<file path="src/rtl/echo_display_pkg.sv">
// Shared symbol codes, widths and seven-segment patterns for the echo display blocks.
package echo_display_pkg;

    localparam int CODE_W = 5;
    localparam int SEG_W  = 7;

    typedef logic [CODE_W-1:0] sym_t;
    typedef logic [SEG_W-1:0]  seg_t;

    localparam sym_t SYM_BLANK = 5'd16;
    localparam sym_t SYM_DASH  = 5'd17;

    // Segment order is a..g from bit 6 down to bit 0, active-high.
    localparam seg_t SEG_0     = 7'h7E;
    localparam seg_t SEG_1     = 7'h30;
    localparam seg_t SEG_2     = 7'h6D;
    localparam seg_t SEG_3     = 7'h79;
    localparam seg_t SEG_4     = 7'h33;
    localparam seg_t SEG_5     = 7'h5B;
    localparam seg_t SEG_6     = 7'h5F;
    localparam seg_t SEG_7     = 7'h70;
    localparam seg_t SEG_8     = 7'h7F;
    localparam seg_t SEG_9     = 7'h7B;
    localparam seg_t SEG_A     = 7'h77;
    localparam seg_t SEG_B     = 7'h1F;
    localparam seg_t SEG_C     = 7'h4E;
    localparam seg_t SEG_D     = 7'h3D;
    localparam seg_t SEG_E     = 7'h4F;
    localparam seg_t SEG_F     = 7'h47;
    localparam seg_t SEG_BLANK = 7'h00;
    localparam seg_t SEG_DASH  = 7'h01;

    // Counter width for a modulus n, never narrower than one bit.
    function automatic int clog2_min1(input int n);
        int w;
        w = $clog2(n);
        return (w < 1) ? 1 : w;
    endfunction

endpackage

</file>
<file path="src/rtl/echo_display_mux_if.sv">
// Write port and display pins of echo_display_mux; master = producer/board side, slave = driver.
interface echo_display_mux_if
    import echo_display_pkg::*;
#(
    parameter int DIGITS = 4
);

    logic                     wr_valid;
    logic                     wr_ready;
    logic [CODE_W*DIGITS-1:0] wr_data;
    logic [DIGITS-1:0]        blink_mask;
    seg_t                     seg;
    logic [DIGITS-1:0]        an;
    logic                     frame_start;

    modport master (
        output wr_valid,
        output wr_data,
        output blink_mask,
        input  wr_ready,
        input  seg,
        input  an,
        input  frame_start
    );

    modport slave (
        input  wr_valid,
        input  wr_data,
        input  blink_mask,
        output wr_ready,
        output seg,
        output an,
        output frame_start
    );

endinterface

</file>
<file path="src/rtl/echo_seg_decode.sv">
// Combinational symbol-code to seven-segment decoder (a..g, active-high).
module echo_seg_decode
    import echo_display_pkg::*;
(
    input  sym_t code,
    output seg_t seg
);

    // Codes 18..31 and anything unexpected fall through to blank.
    always_comb begin
        seg = SEG_BLANK;
        case (code)
            5'd0:      seg = SEG_0;
            5'd1:      seg = SEG_1;
            5'd2:      seg = SEG_2;
            5'd3:      seg = SEG_3;
            5'd4:      seg = SEG_4;
            5'd5:      seg = SEG_5;
            5'd6:      seg = SEG_6;
            5'd7:      seg = SEG_7;
            5'd8:      seg = SEG_8;
            5'd9:      seg = SEG_9;
            5'd10:     seg = SEG_A;
            5'd11:     seg = SEG_B;
            5'd12:     seg = SEG_C;
            5'd13:     seg = SEG_D;
            5'd14:     seg = SEG_E;
            5'd15:     seg = SEG_F;
            SYM_BLANK: seg = SEG_BLANK;
            SYM_DASH:  seg = SEG_DASH;
            default:   seg = SEG_BLANK;
        endcase
    end

endmodule

</file>
<file path="src/rtl/echo_display_mux.sv">
// Multiplexed seven-segment driver with frame-aligned double buffering.
// Optional blink support is compiled in with ECHO_DISPLAY_BLINK_EN.
module echo_display_mux
    import echo_display_pkg::*;
#(
    parameter int DIGITS       = 4,
    parameter int PRESCALE     = 1000,
    parameter int BLINK_FRAMES = 64
) (
    input  logic               clk,
    input  logic               rst_n,
    echo_display_mux_if.slave  bus
);

    localparam int IDX_W = clog2_min1(DIGITS);
    localparam int PRE_W = clog2_min1(PRESCALE);

    localparam logic [IDX_W-1:0]  IDX_ZERO = {IDX_W{1'b0}};
    localparam logic [IDX_W-1:0]  IDX_ONE  = IDX_W'(1);
    localparam logic [IDX_W-1:0]  IDX_LAST = IDX_W'(DIGITS - 1);
    localparam logic [PRE_W-1:0]  PRE_ZERO = {PRE_W{1'b0}};
    localparam logic [PRE_W-1:0]  PRE_ONE  = PRE_W'(1);
    localparam logic [PRE_W-1:0]  PRE_LAST = PRE_W'(PRESCALE - 1);
    localparam logic [DIGITS-1:0] AN_ONE   = DIGITS'(1);

    logic [PRE_W-1:0]             presc_r;
    logic [IDX_W-1:0]             idx_r;
    logic [IDX_W-1:0]             idx_nxt_s;
    logic                         tick_s;
    logic                         boundary_s;
    logic                         accept_s;

    logic [DIGITS-1:0][CODE_W-1:0] active_r;
    logic [DIGITS-1:0][CODE_W-1:0] pending_r;
    logic                          pend_full_r;

    sym_t                         cur_code_s;
    seg_t                         dec_seg_s;
    logic                         blank_digit_s;
    seg_t                         seg_nxt_s;
    logic [DIGITS-1:0]            an_nxt_s;
    logic                         frame_start_nxt_s;

    seg_t                         seg_r;
    logic [DIGITS-1:0]            an_r;
    logic                         frame_start_r;

    assign tick_s       = (presc_r == PRE_LAST);
    assign boundary_s   = tick_s && (idx_r == IDX_LAST);
    assign accept_s     = bus.wr_valid && !pend_full_r;
    assign bus.wr_ready = !pend_full_r;

    // Prescaler: free-running 0..PRESCALE-1, tick on the last count.
    always_ff @(posedge clk or negedge rst_n) begin
        if (!rst_n) begin
            presc_r <= PRE_ZERO;
        end else if (tick_s) begin
            presc_r <= PRE_ZERO;
        end else begin
            presc_r <= presc_r + PRE_ONE;
        end
    end

    // Scan state register: the digit index is the whole FSM state.
    always_ff @(posedge clk or negedge rst_n) begin
        if (!rst_n) begin
            idx_r <= IDX_ZERO;
        end else begin
            idx_r <= idx_nxt_s;
        end
    end

    // Scan next-state: advance one digit per tick, wrapping after the last digit.
    always_comb begin
        idx_nxt_s = idx_r;
        if (tick_s) begin
            if (idx_r == IDX_LAST) begin
                idx_nxt_s = IDX_ZERO;
            end else begin
                idx_nxt_s = idx_r + IDX_ONE;
            end
        end else begin
            idx_nxt_s = idx_r;
        end
    end

    // Write buffer and frame-boundary swap; accept and drain never coincide
    // because a write is only accepted while pending is empty.
    always_ff @(posedge clk or negedge rst_n) begin
        if (!rst_n) begin
            active_r    <= {DIGITS{SYM_BLANK}};
            pending_r   <= {DIGITS{SYM_BLANK}};
            pend_full_r <= 1'b0;
        end else if (accept_s) begin
            pending_r   <= bus.wr_data;
            pend_full_r <= 1'b1;
        end else if (boundary_s && pend_full_r) begin
            active_r    <= pending_r;
            pend_full_r <= 1'b0;
        end else begin
            pend_full_r <= pend_full_r;
        end
    end

`ifdef ECHO_DISPLAY_BLINK_EN
    localparam int               FRM_W    = clog2_min1(BLINK_FRAMES);
    localparam logic [FRM_W-1:0] FRM_ZERO = {FRM_W{1'b0}};
    localparam logic [FRM_W-1:0] FRM_ONE  = FRM_W'(1);
    localparam logic [FRM_W-1:0] FRM_LAST = FRM_W'(BLINK_FRAMES - 1);

    logic [FRM_W-1:0] frame_cnt_r;
    logic             blink_phase_r;

    // Blink timing: count frame boundaries, flip phase every BLINK_FRAMES frames.
    always_ff @(posedge clk or negedge rst_n) begin
        if (!rst_n) begin
            frame_cnt_r   <= FRM_ZERO;
            blink_phase_r <= 1'b0;
        end else if (boundary_s) begin
            if (frame_cnt_r == FRM_LAST) begin
                frame_cnt_r   <= FRM_ZERO;
                blink_phase_r <= ~blink_phase_r;
            end else begin
                frame_cnt_r   <= frame_cnt_r + FRM_ONE;
            end
        end else begin
            frame_cnt_r <= frame_cnt_r;
        end
    end

    assign blank_digit_s = blink_phase_r & bus.blink_mask[idx_r];
`else
    logic blink_unused_s;

    assign blink_unused_s = ^{bus.blink_mask, 32'(BLINK_FRAMES)};
    assign blank_digit_s  = 1'b0;
`endif

    assign cur_code_s = active_r[idx_r];

    echo_seg_decode u_seg_decode (
        .code (cur_code_s),
        .seg  (dec_seg_s)
    );

    // Scan outputs: decoded segments, one-hot enable, frame marker for digit 0.
    always_comb begin
        seg_nxt_s         = dec_seg_s;
        an_nxt_s          = AN_ONE << idx_r;
        frame_start_nxt_s = (idx_r == IDX_ZERO) && (presc_r == PRE_ZERO);
        if (blank_digit_s) begin
            seg_nxt_s = SEG_BLANK;
        end else begin
            seg_nxt_s = dec_seg_s;
        end
    end

    // Output registers; pins follow the scan state by one cycle.
    always_ff @(posedge clk or negedge rst_n) begin
        if (!rst_n) begin
            seg_r         <= SEG_BLANK;
            an_r          <= {DIGITS{1'b0}};
            frame_start_r <= 1'b0;
        end else begin
            seg_r         <= seg_nxt_s;
            an_r          <= an_nxt_s;
            frame_start_r <= frame_start_nxt_s;
        end
    end

    assign bus.seg         = seg_r;
    assign bus.an          = an_r;
    assign bus.frame_start = frame_start_r;

endmodule

</file>
<file path="src/flat_wrapper.sv">
// flat-port wrapper written by rule: the top's interface ports become plain ports
module echo_display_mux_flat import echo_display_pkg::*;
#(
    parameter int DIGITS       = 4,
    parameter int PRESCALE     = 1000,
    parameter int BLINK_FRAMES = 64
)
  (clk, rst_n, bus_wr_valid, bus_wr_data, bus_blink_mask, bus_wr_ready, bus_seg, bus_an, bus_frame_start);
  echo_display_mux_if #(.DIGITS(DIGITS)) bus_i ();
  input  logic clk;
  input  logic rst_n;
  input wire logic [$bits(bus_i.wr_valid)-1:0] bus_wr_valid;
  input wire logic [$bits(bus_i.wr_data)-1:0] bus_wr_data;
  input wire logic [$bits(bus_i.blink_mask)-1:0] bus_blink_mask;
  output wire logic [$bits(bus_i.wr_ready)-1:0] bus_wr_ready;
  output wire logic [$bits(bus_i.seg)-1:0] bus_seg;
  output wire logic [$bits(bus_i.an)-1:0] bus_an;
  output wire logic [$bits(bus_i.frame_start)-1:0] bus_frame_start;
  assign bus_i.wr_valid = bus_wr_valid;
  assign bus_i.wr_data = bus_wr_data;
  assign bus_i.blink_mask = bus_blink_mask;
  assign bus_wr_ready = bus_i.wr_ready;
  assign bus_seg = bus_i.seg;
  assign bus_an = bus_i.an;
  assign bus_frame_start = bus_i.frame_start;
  echo_display_mux #(.DIGITS(DIGITS), .PRESCALE(PRESCALE), .BLINK_FRAMES(BLINK_FRAMES)) u_core (.clk(clk), .rst_n(rst_n), .bus(bus_i));
endmodule
</file>
<file path="config.mk">
export PLATFORM = sky130hd
export DESIGN_NAME = echo_display_mux_flat
export DESIGN_NICKNAME = d
export VERILOG_FILES = /design/src/rtl/echo_display_pkg.sv /design/src/rtl/echo_display_mux_if.sv /design/src/rtl/echo_seg_decode.sv /design/src/rtl/echo_display_mux.sv /design/src/flat_wrapper.sv
export SDC_FILE = /design/constraint.sdc
export NUM_CORES = 1
export LEC_CHECK = 0
export CAP_MARGIN = 15
export CORE_ASPECT_RATIO = 0.5
export CORE_UTILIZATION = 62
export CTS_CLUSTER_DIAMETER = 150
export DETAILED_ROUTE_END_ITERATION = 7
export DONT_BUFFER_PORTS = 1
export MAX_ROUTING_LAYER = met4
export PLACE_DENSITY = 0.76
export SETUP_SLACK_MARGIN = 0.02
export SLEW_MARGIN = 20
export SYNTH_ARGS = -nofsm -noshare
export SYNTH_HDL_FRONTEND = slang
export SYNTH_SLANG_ARGS = --single-unit
</file>
<file path="constraint.sdc">
create_clock -name clk -period 2.6 [get_ports clk]
set_input_delay 0.26 -clock clk [delete_from_list [all_inputs] [get_ports clk]]
set_output_delay 0.26 -clock clk [all_outputs]
set_load 0.03 [all_outputs]
</file>
# After elaboration in Yosys (flattened, before gate mapping)
# Memories as Yosys holds them, arrays and structs flattened. A register that Yosys moved wholly into a read port is not among the register bits.
# Index checks and enable logic that the tools add are counted.
# totals
input_bits,27
output_inout_bits,13
wordCells,37
n_memories,1
latch_bits,0
mem_bits_rw,0
ff_bits,58
rom_bits,224
# op_classes
mux,6
div,0
n_eq_ne,2
reduce_logical,10
mul,0
n_addsub,2
order_cmp,1
shift,1
bitwise_logic,1
# memory_table
memory,words,word_bits,read_ports,rd_ports_with_merged_regs,wr,line_no,source
(no name shown),32,7,1,1,0,echo_seg_decode.sv:12,case (code)
# ops
op,count
$add A10 B1 Y10 const B,1
$bmux W5 S2,1
$eq A10 B10 Y1 const B,1
$logic_not A10 Y1,1
$mux W10,1
$mux W5,1
$logic_and A1 B1 Y1,4
$shl A1 B2 Y4 const A,1
$lt A2 B3 Y1 const B,1
$add A2 B1 Y2 const B,1
$eq A2 B2 Y1 const B,1
$logic_not A1 Y1,2
$logic_not A2 Y1,1
$mux W1,2
$mux W2,1
$reduce_and A2 Y1,1
$reduce_bool A2 Y1,1
$not A1 Y1,1

# Longest topological paths before layout
# Gate-level depths: netlist of the first run.
# depth
ltp_word,5
mapped_depth,8

# Cells and area by module
# Synthesis of the first run repeated with hierarchy kept, for this count alone.
# unflattened
hier_cells,218
area_unflattened_um2,3042.9
# modules_own_cells
module,area_each_um2,cells_each,seq_area_each_um2,n_inst
echo_display_mux,2726.4,176,1636.6,1
echo_seg_decode,316.6,42,0.0,1

# Worst setup path before layout of the first run
# No wires, ideal clock.
# synth_path
kind,flip-flop to flip-flop
start,reg u_core.idx_r[0]
end,reg u_core.seg_r[5] (netlist: u_core.bus.seg[5])
arrival_ns,1.933
path_stages_with_launch,7
path_slack_ns,0.573
setup_time_ns,0.094
path_buffers,1
path_cell_list,dfrtp_1 > buf_6 > mux4_2 > inv_1 > ha_1 > mux2_4 > a221oi_2
# synth_between
elab_chain_len,2
# synth_rtl
item,line_no,source
start: declaration,echo_display_mux.sv:27,logic [IDX_W-1:0] idx_r;
start signal: assignment,echo_display_mux.sv:69,idx_r <= idx_nxt_s;
$bmux W5 S2,echo_display_mux.sv:139,assign cur_code_s = active_r[idx_r];
$mux W5 (implied by the code),echo_display_mux.sv:139,
end: declaration,echo_display_mux.sv:44,seg_t seg_r;
# Every way passes these cells. The select of a mux whose other input is x is not followed.
# A chain may end at the register's enable or synchronous reset.

# Worst setup path after layout of the first run
# Same ends and word-level chain as after synthesis.

==> results of run 1 <==
## where the power goes
| group | switching, mW | internal [mW] | total [mW] |
|---|---|---|---|
| logic | 0.0277 | 0.0241 | 0.0518 |
| registers | 0.0172 | 1.05 | 1.07 |
| clock network | 0.345 | 0.394 | 0.739 |
## metrics by stage
| stage | std cells | util (%) | hold slack [ps] | cell area [µm²] |
|---|---|---|---|---|
| 4_1_cts | 282 | 71.5 | 56.3 | 3180 |
| 5_1_grt | 282 | 71.5 | 53.1 | 3180 |
| 3_5_place_dp | 264 | 66.8 | -34.5 | 2970 |
| 3_3_place_gp | 264 | 66.8 | -34.5 | 2970 |
| 2_1_floorplan | 214 | - | -35.6 | 2910 |
| 6_report | 282 | 71.5 | 65.8 | 3180 |
## state kept, by name (all words and copies together), names as in the netlist
name                    flops
u_core.active_r            20
u_core.pend_full_r          1
u_core.bus.an               4
u_core.bus.frame_start      1
u_core.idx_r                2
u_core.presc_r             10
u_core.pending_r           20
u_core.bus.seg              7
## synth_stat cells, drive strengths merged
cell type   n  area (µm²)
a211o       1        8.76
a211oi      1        7.51
a21oi       3        15.0
a221oi      2        23.8
a311oi      1        8.76
a31oi       1        6.26
a32oi       1        8.76
and2        2        12.5
and3        5        31.3
and4b       1        10.0
buf         7        38.8
clkbuf      3        11.3
dfrtp      57        1430
dfstp       8         210
ha         13         163
inv        10        37.5
mux2       42         477
mux2i       1        10.0
mux4        5         113
nand2       6        22.5
nand3       4        20.0
nand4       3        18.8
nor2       11        41.3
nor2b       5        31.3
nor3        1        5.00
nor3b       3        22.5
nor4        1        6.26
nor4b       1        8.76
o211ai      1        7.51
o21ai       4        20.0
o311ai      1        8.76
o31a        1        8.76
o31ai       1        7.51
xnor2       3        26.3
xor2        4        35.0
## timing repair
action                     4_1_cts  5_1_grt
gates resized for setup          0        0
hold endpoints to repair        65        0
setup endpoints to repair        0        0
hold buffers                     2        0
## metal layers
layer | share of wire [%] | vias up
li1 | - | 768
met1 | 46 | 837
met2 | 48 | 30
met3 | 3.9 | 9
met4 | 1.5 | 0
met5 | 0 | -
## worst max-delay path: cells and delay by family (launching register included)
kind	cells	cell delay, ps
multiplexers	2	920
flip-flops	1	620
AO/OA/AOI/OAI	1	260
buffers and inverters	2	240
adder cells (fa/ha/maj)	1	200
## logic make-up after synthesis
| group | after synthesis |
|---|---|
| compound gates | 18 |
| xor+xnor | 7 |
| fa+ha+maj | 13 |
| buf+inv | 20 |
| flops | 65 |
| mux | 48 |
| simple gates | 43 |
## cell usage in the layout, fill, tap and decap left out, types with 2 or more instances in the layout
cell type,synthesis,routed
clkbuf_8,0,11
o21ai_1,4,4
nor2_1,11,11
mux2_1,41,41
ha_1,13,13
and2_1,2,2
inv_1,10,10
dfstp_2,8,8
nand2_1,6,6
xnor2_1,3,3
xor2_1,4,4
dfrtp_1,57,57
clkinv_2,0,3
nor3b_1,3,3
a21oi_1,3,3
nor2b_1,5,4
clkbuf_1,3,2
buf_4,0,2
mux4_2,5,5
nand3_1,4,4
and3_1,5,5
nand4_1,3,3
## layout make-up
| type | count | area, µm² | share of cell area (%) |
|---|---|---|---|
| Tap cell | 57 | 71.3 | 2.24 |
| Timing Repair Buffer | 5 | 72.6 | 2.28 |
| Multi-Input combinational cell | 129 | 1190 | 37.3 |
| Clock buffer | 13 | 159 | 5.00 |
| Sequential cell | 65 | 1640 | 51.5 |
| Clock inverter | 3 | 15.0 | 0.472 |
| Inverter | 10 | 37.5 | 1.18 |
## how the worst max path moves through the flow
stage,startpoint,endpoint,slack [ps],depth (start not counted)
after floorplan,u_core.idx_r[0],u_core.bus.seg[5],570,6
after global placement,u_core.idx_r[0],u_core.bus.seg[5],340,6
after detailed placement,u_core.idx_r[0],u_core.bus.seg[5],290,6
after CTS,u_core.idx_r[0],u_core.bus.seg[5],270,6
after global routing,u_core.idx_r[0],u_core.bus.seg[5],90,6
final,u_core.idx_r[0],u_core.bus.seg[5],280,6
==> impl_metrics.toml, run 1 <==
[sta]
setup_slack_ps = 276
setup_tns_ps = 0
hold_violations = 0
rsz0062_at_grt = "no"
setup_viol = 0
final_max_slew_viol_count = 0
min_period_ps = 2320
fmax_mhz = 430
finalClockSkew_ps = 9.41
relSlewSlack_pct = 70.2
worst_pin_slew_ps = 447
fin_crit_sh_pct = 89.4

[placement]
gp_congestion = 0.800
pre_cts_ws_ps = 285
io_buffers = 0
dp_hpwl_mm = 3.02

[setup_path]
end_kind = "flip-flop"
crit_slowest_cell = "mux4_2"
crit_required_ps = 2830
r2r_slack_ps = 280
crit_chain = "mux4_2 -> inv_1 -> ha_1 -> inv_1 -> mux2_4 -> a221oi_2"
worst_r2r_path_depth = 6
cp.arrival_ps = 2550
crit_type = "flip-flop to flip-flop"
r2r-start = "u_core.idx_r[0]"
startpoint_type = "flip-flop"
slowest_delay_ps = 640
r2r_end = "u_core.bus.seg[5]"
crit_path_max_fanout = 9
crit_top_cell = "inv_1"

[grt]
globalRouteMet3Util_pct = 6.55
grt_pass1_wl_mm = 7.65
grt_use_met2_pct = 33.4
grt.busiest_layer = "met2"
grt_pass1_vias = 1668
antenna_found_initial = 0
grt_usage_pct = 21.4
use_met1_pct = 26.2
grt_overflow = 0
grt_max_degree = 66

[pwr]
power_density_nw_per_um2 = 585
fin_total_pwr_mw = 1.86
irDropWorstVdd_mv = 0.263
p_leak_nw = 1.48

[logic_synthesis]
synth_cell_type_count = 39
synth_top_family_by_area = "multiplexers"
ys_warn_count = 0
synth_compound_area_share_pct = 4.52
syn_inst = 214
yosys.area_share.xor_xnor_pct = 2.11
ys_seq_area_share_pct = 56.3
synth_fa_ha_area_share_pct = 5.59
yosys.area_share.simple_pct = 7.91
synth_nets = 254
ys_ff_latch = 65
synth_area_um2 = 2910
syn_area_per_cell_um2 = 13.6
synthMuxAreaShare_pct = 20.6

[clocking]
cts_buffer_depth = 2
cts_tree = "done"
clock-root-buffer = "clkbuf_8"
clk_latency_ps = 320
path_clk_slew_ps = 70
post_cts_buffers = 0
htree_levels = 3
cts_inserted_buffers = 9
cts.sinks = 65

[final_layout]
area_delta_synth_final_pct = 9.29
nets = 260
drive_gt1_share_pct = 15.1
antenna_cells = 0
n_fill_cell = 295

[route]
antenna_left = 0
drt-pass1-iter-count = 4
drtIter0Drc = 40
drc = 0
wl_per_cell_um = 15.8
post_drt_via_cell_ratio = 5.83
vias = 1644
drt-total-wl_mm = 4.46

[worst_hold_path]
hold_end = "u_core.pending_r[17]"
worstHoldPathCells = 1
worstHoldStart = "bus_wr_data[17]"
holdCritPathClass = "primary input to flip-flop"

[die]
fp.dieW_um = 98.9
core_um2 = 4450
initial_core_util_pct = 65.4
core.rowCount = 17
io_pins = 40
die_y_um = 50.4
die_area_um2 = 4990

[flow_run]
cap_violations = 0

[run_status]
status = "finished clean"
Power figures use the tool's default switching activity.
==> run 2, diff against run 1 <==
ABC_AREA = 1   (was unset)
CORE_UTILIZATION = 63   (was 62)
PLACE_DENSITY = 0.77   (was 0.76)
==> impl_metrics.toml, run 2 <==
[logic_synthesis]
yosysTopAreaCellShare_pct = 46.1
syn_inst = 345
synth_area_leaders = "dfrtp_1 46%, nand2_1 9.1%, dfstp_2 6.8%"
yosys.area.top_type = "dfrtp_1"
synth_area_um2 = 3100
ys_ff_latch = 65
synth_cell_type_count = 27
ys_warn_count = 0
synth_nets = 385
syn_area_per_cell_um2 = 8.97
synth_flop_cell = "dfrtp_1"
yosysMostFrequentCell = "nand2_1"
ys_seq_area_share_pct = 52.9
async_flop_share_pct = 100
synth-edff-count = 0
ys_top_cells_by_count = "75 x nand2_1, 57 x dfrtp_1, 44 x inv_1, 44 x nor2_1, 27 x a21oi_1"

[sta]
min_period_ps = 2180
whs_ps = 22.7
fin_crit_sh_pct = 83.8
final_max_slew_viol_count = 0
setup_tns_ps = 0
worst_pin_slew_ps = 521
setup_slack_ps = 420
hold_violations = 0
relSlewSlack_pct = 65.3
finalClockSkew_ps = 9.53
fmax_mhz = 459
setup_viol = 0
rsz0062_at_grt = "no"

[final_layout]
mostFrequentLayoutCells = "75 x nand2_1, 57 x dfrtp_1, 44 x inv_1, 44 x nor2_1, 27 x a21oi_1"
n_fill_cell = 339
antenna_cells = 0
final-seq-area_um2 = 1640
area_delta_synth_final_pct = 8.89
top_regs = "u_core.active_r: 20 flops, u_core.pending_r: 20 flops, u_core.presc_r: 10 flops"
nets = 391
layout_commonest_cell = "nand2_1"
multi_input_area_um2 = 1200
drive_gt1_share_pct = 16.6

[die]
core_um2 = 4550
core.rowCount = 17
fp.dieW_um = 101
io_pins = 40
die_y_um = 51.6
die_area_um2 = 5210
initial_core_util_pct = 68.0

[clocking]
post_cts_buffers = 0
clk_latency_ps = 350
cts.repair.resized = 0
cts_inserted_buffers = 9
cts.sinks = 65
path_clk_slew_ps = 70
cts_tree = "done"
cts_buffer_depth = 2
clock-root-buffer = "clkbuf_8"
htree_levels = 3

[setup_path]
startpoint_type = "flip-flop"
crit_type = "flip-flop to flip-flop"
cp.arrival_ps = 2420
crit_required_ps = 2840
crit_path_max_fanout = 10
end_kind = "flip-flop"

[route]
wl_per_cell_um = 13.2
post_drt_via_cell_ratio = 5.24
antenna_left = 0
drt-total-wl_mm = 5.58
drtIter0Drc = 108
drc = 0
drt-pass1-iter-count = 4
vias = 2213

[pwr]
power_density_nw_per_um2 = 594
irDropWorstVdd_mv = 0.443
fin_total_pwr_mw = 2.00
p_leak_nw = 1.70

[grt]
grt_overflow = 0
grt_pass1_wl_mm = 9.54
grt_usage_pct = 25.4
antenna_found_initial = 0
grt_pass1_vias = 2185
grt_max_degree = 66

[placement]
dp_hpwl_mm = 3.62
gp_congestion = 0.904
pre_cts_ws_ps = 538
io_buffers = 0

[flow_run]
cap_violations = 0

[run_status]
status = "finished clean"

[worst_hold_path]
holdCritPathClass = "primary input to flip-flop"
-- run 2: changes by cell type in the layout (fill, tap and decap cells not counted), sizes merged, moves of 3 or more --
cell	before	now
nor2	11	44
nand3	4	21
nand2	6	78
o21ai	4	25
mux2	42	0
nor2b	5	0
mux4	5	0
xnor2	3	0
inv	10	48
a21oi	3	27
clkbuf	13	10
and3	5	0
-- run 2: worst paths after layout --
check                                   startpoint                    to  slack [ps]  depth (start not counted)
max in group asynchronous                    rst_n  u_core.pending_r[19]        1820                          2
min in group asynchronous                    rst_n       u_core.idx_r[1]         480                          2
worst min-delay path                  bus_wr_valid    u_core.pend_full_r          20                          2
worst min register to register  u_core.active_r[4]    u_core.active_r[4]         480                          2
worst max-delay path               u_core.idx_r[1]     u_core.bus.seg[3]         420                          9
worst max register to register     u_core.idx_r[1]     u_core.bus.seg[3]         420                          9
-- run 2: stage by stage --
stage | std cells | utilization, % | area [µm²]
after global placement | 404 | 68.7 | 3130
after detailed placement | 404 | 68.7 | 3130
after global routing | 422 | 74.1 | 3370
after CTS | 422 | 74.1 | 3370
final | 422 | 74.1 | 3370
after floorplan | 345 | - | 3100
-- run 2: critical path: stages (launching register included) --
cell     delay (ps)
dfrtp_1         490
inv_2           200
a21oi_1          60
a32oi_1         420
inv_1           200
ha_1            360
nand2_1         100
nand2_1          80
nor2_1          100
nor2_1           50
-- run 2: what timing repair did --
item,CTS,global route
hold buffers,2,0
endpoints found under the setup margin,0,0
endpoints found under the hold margin,65,0
-- run 2: per-layer routing --
layer | GRT usage, % | wire length, µm | vias up
li1 | - | - | 1099
met1 | 31.5 | 2590 | 1032
met2 | 40.4 | 2590 | 74
met3 | 8.06 | 364 | 8
met4 | 8.70 | 46 | 0
met5 | - | 0 | -
-- run 2: cell families (layout without fill, tap and decap cells) --
group           Yosys count  count (layout)  synth area share [%]
buf+inv                  58              69                  8.25
compound gates           54              54                  11.4
flops                    65              65                  52.9
simple gates            152             152                  21.3
fa+ha+maj                13              13                  5.25
xor+xnor                  3               3                 0.849
-- run 2: final cells by class --
class                   count  share of cell area [%]
clock inverters             6                    2.00
flip-flops and latches     65                    48.6
inverters                  48                    5.42
repair buffers              5                    1.78
multi-input cells         222                    35.7
clock buffers              10                    4.08
well taps                  66                    2.45
-- run 2: report_power, final --
group,total (mW),internal [mW],switching [mW]
Clock,0.862,0.469,0.393
Combinational,0.0771,0.0215,0.0555
Sequential,1.06,1.05,0.00907
Total,2.00,1.54,0.458
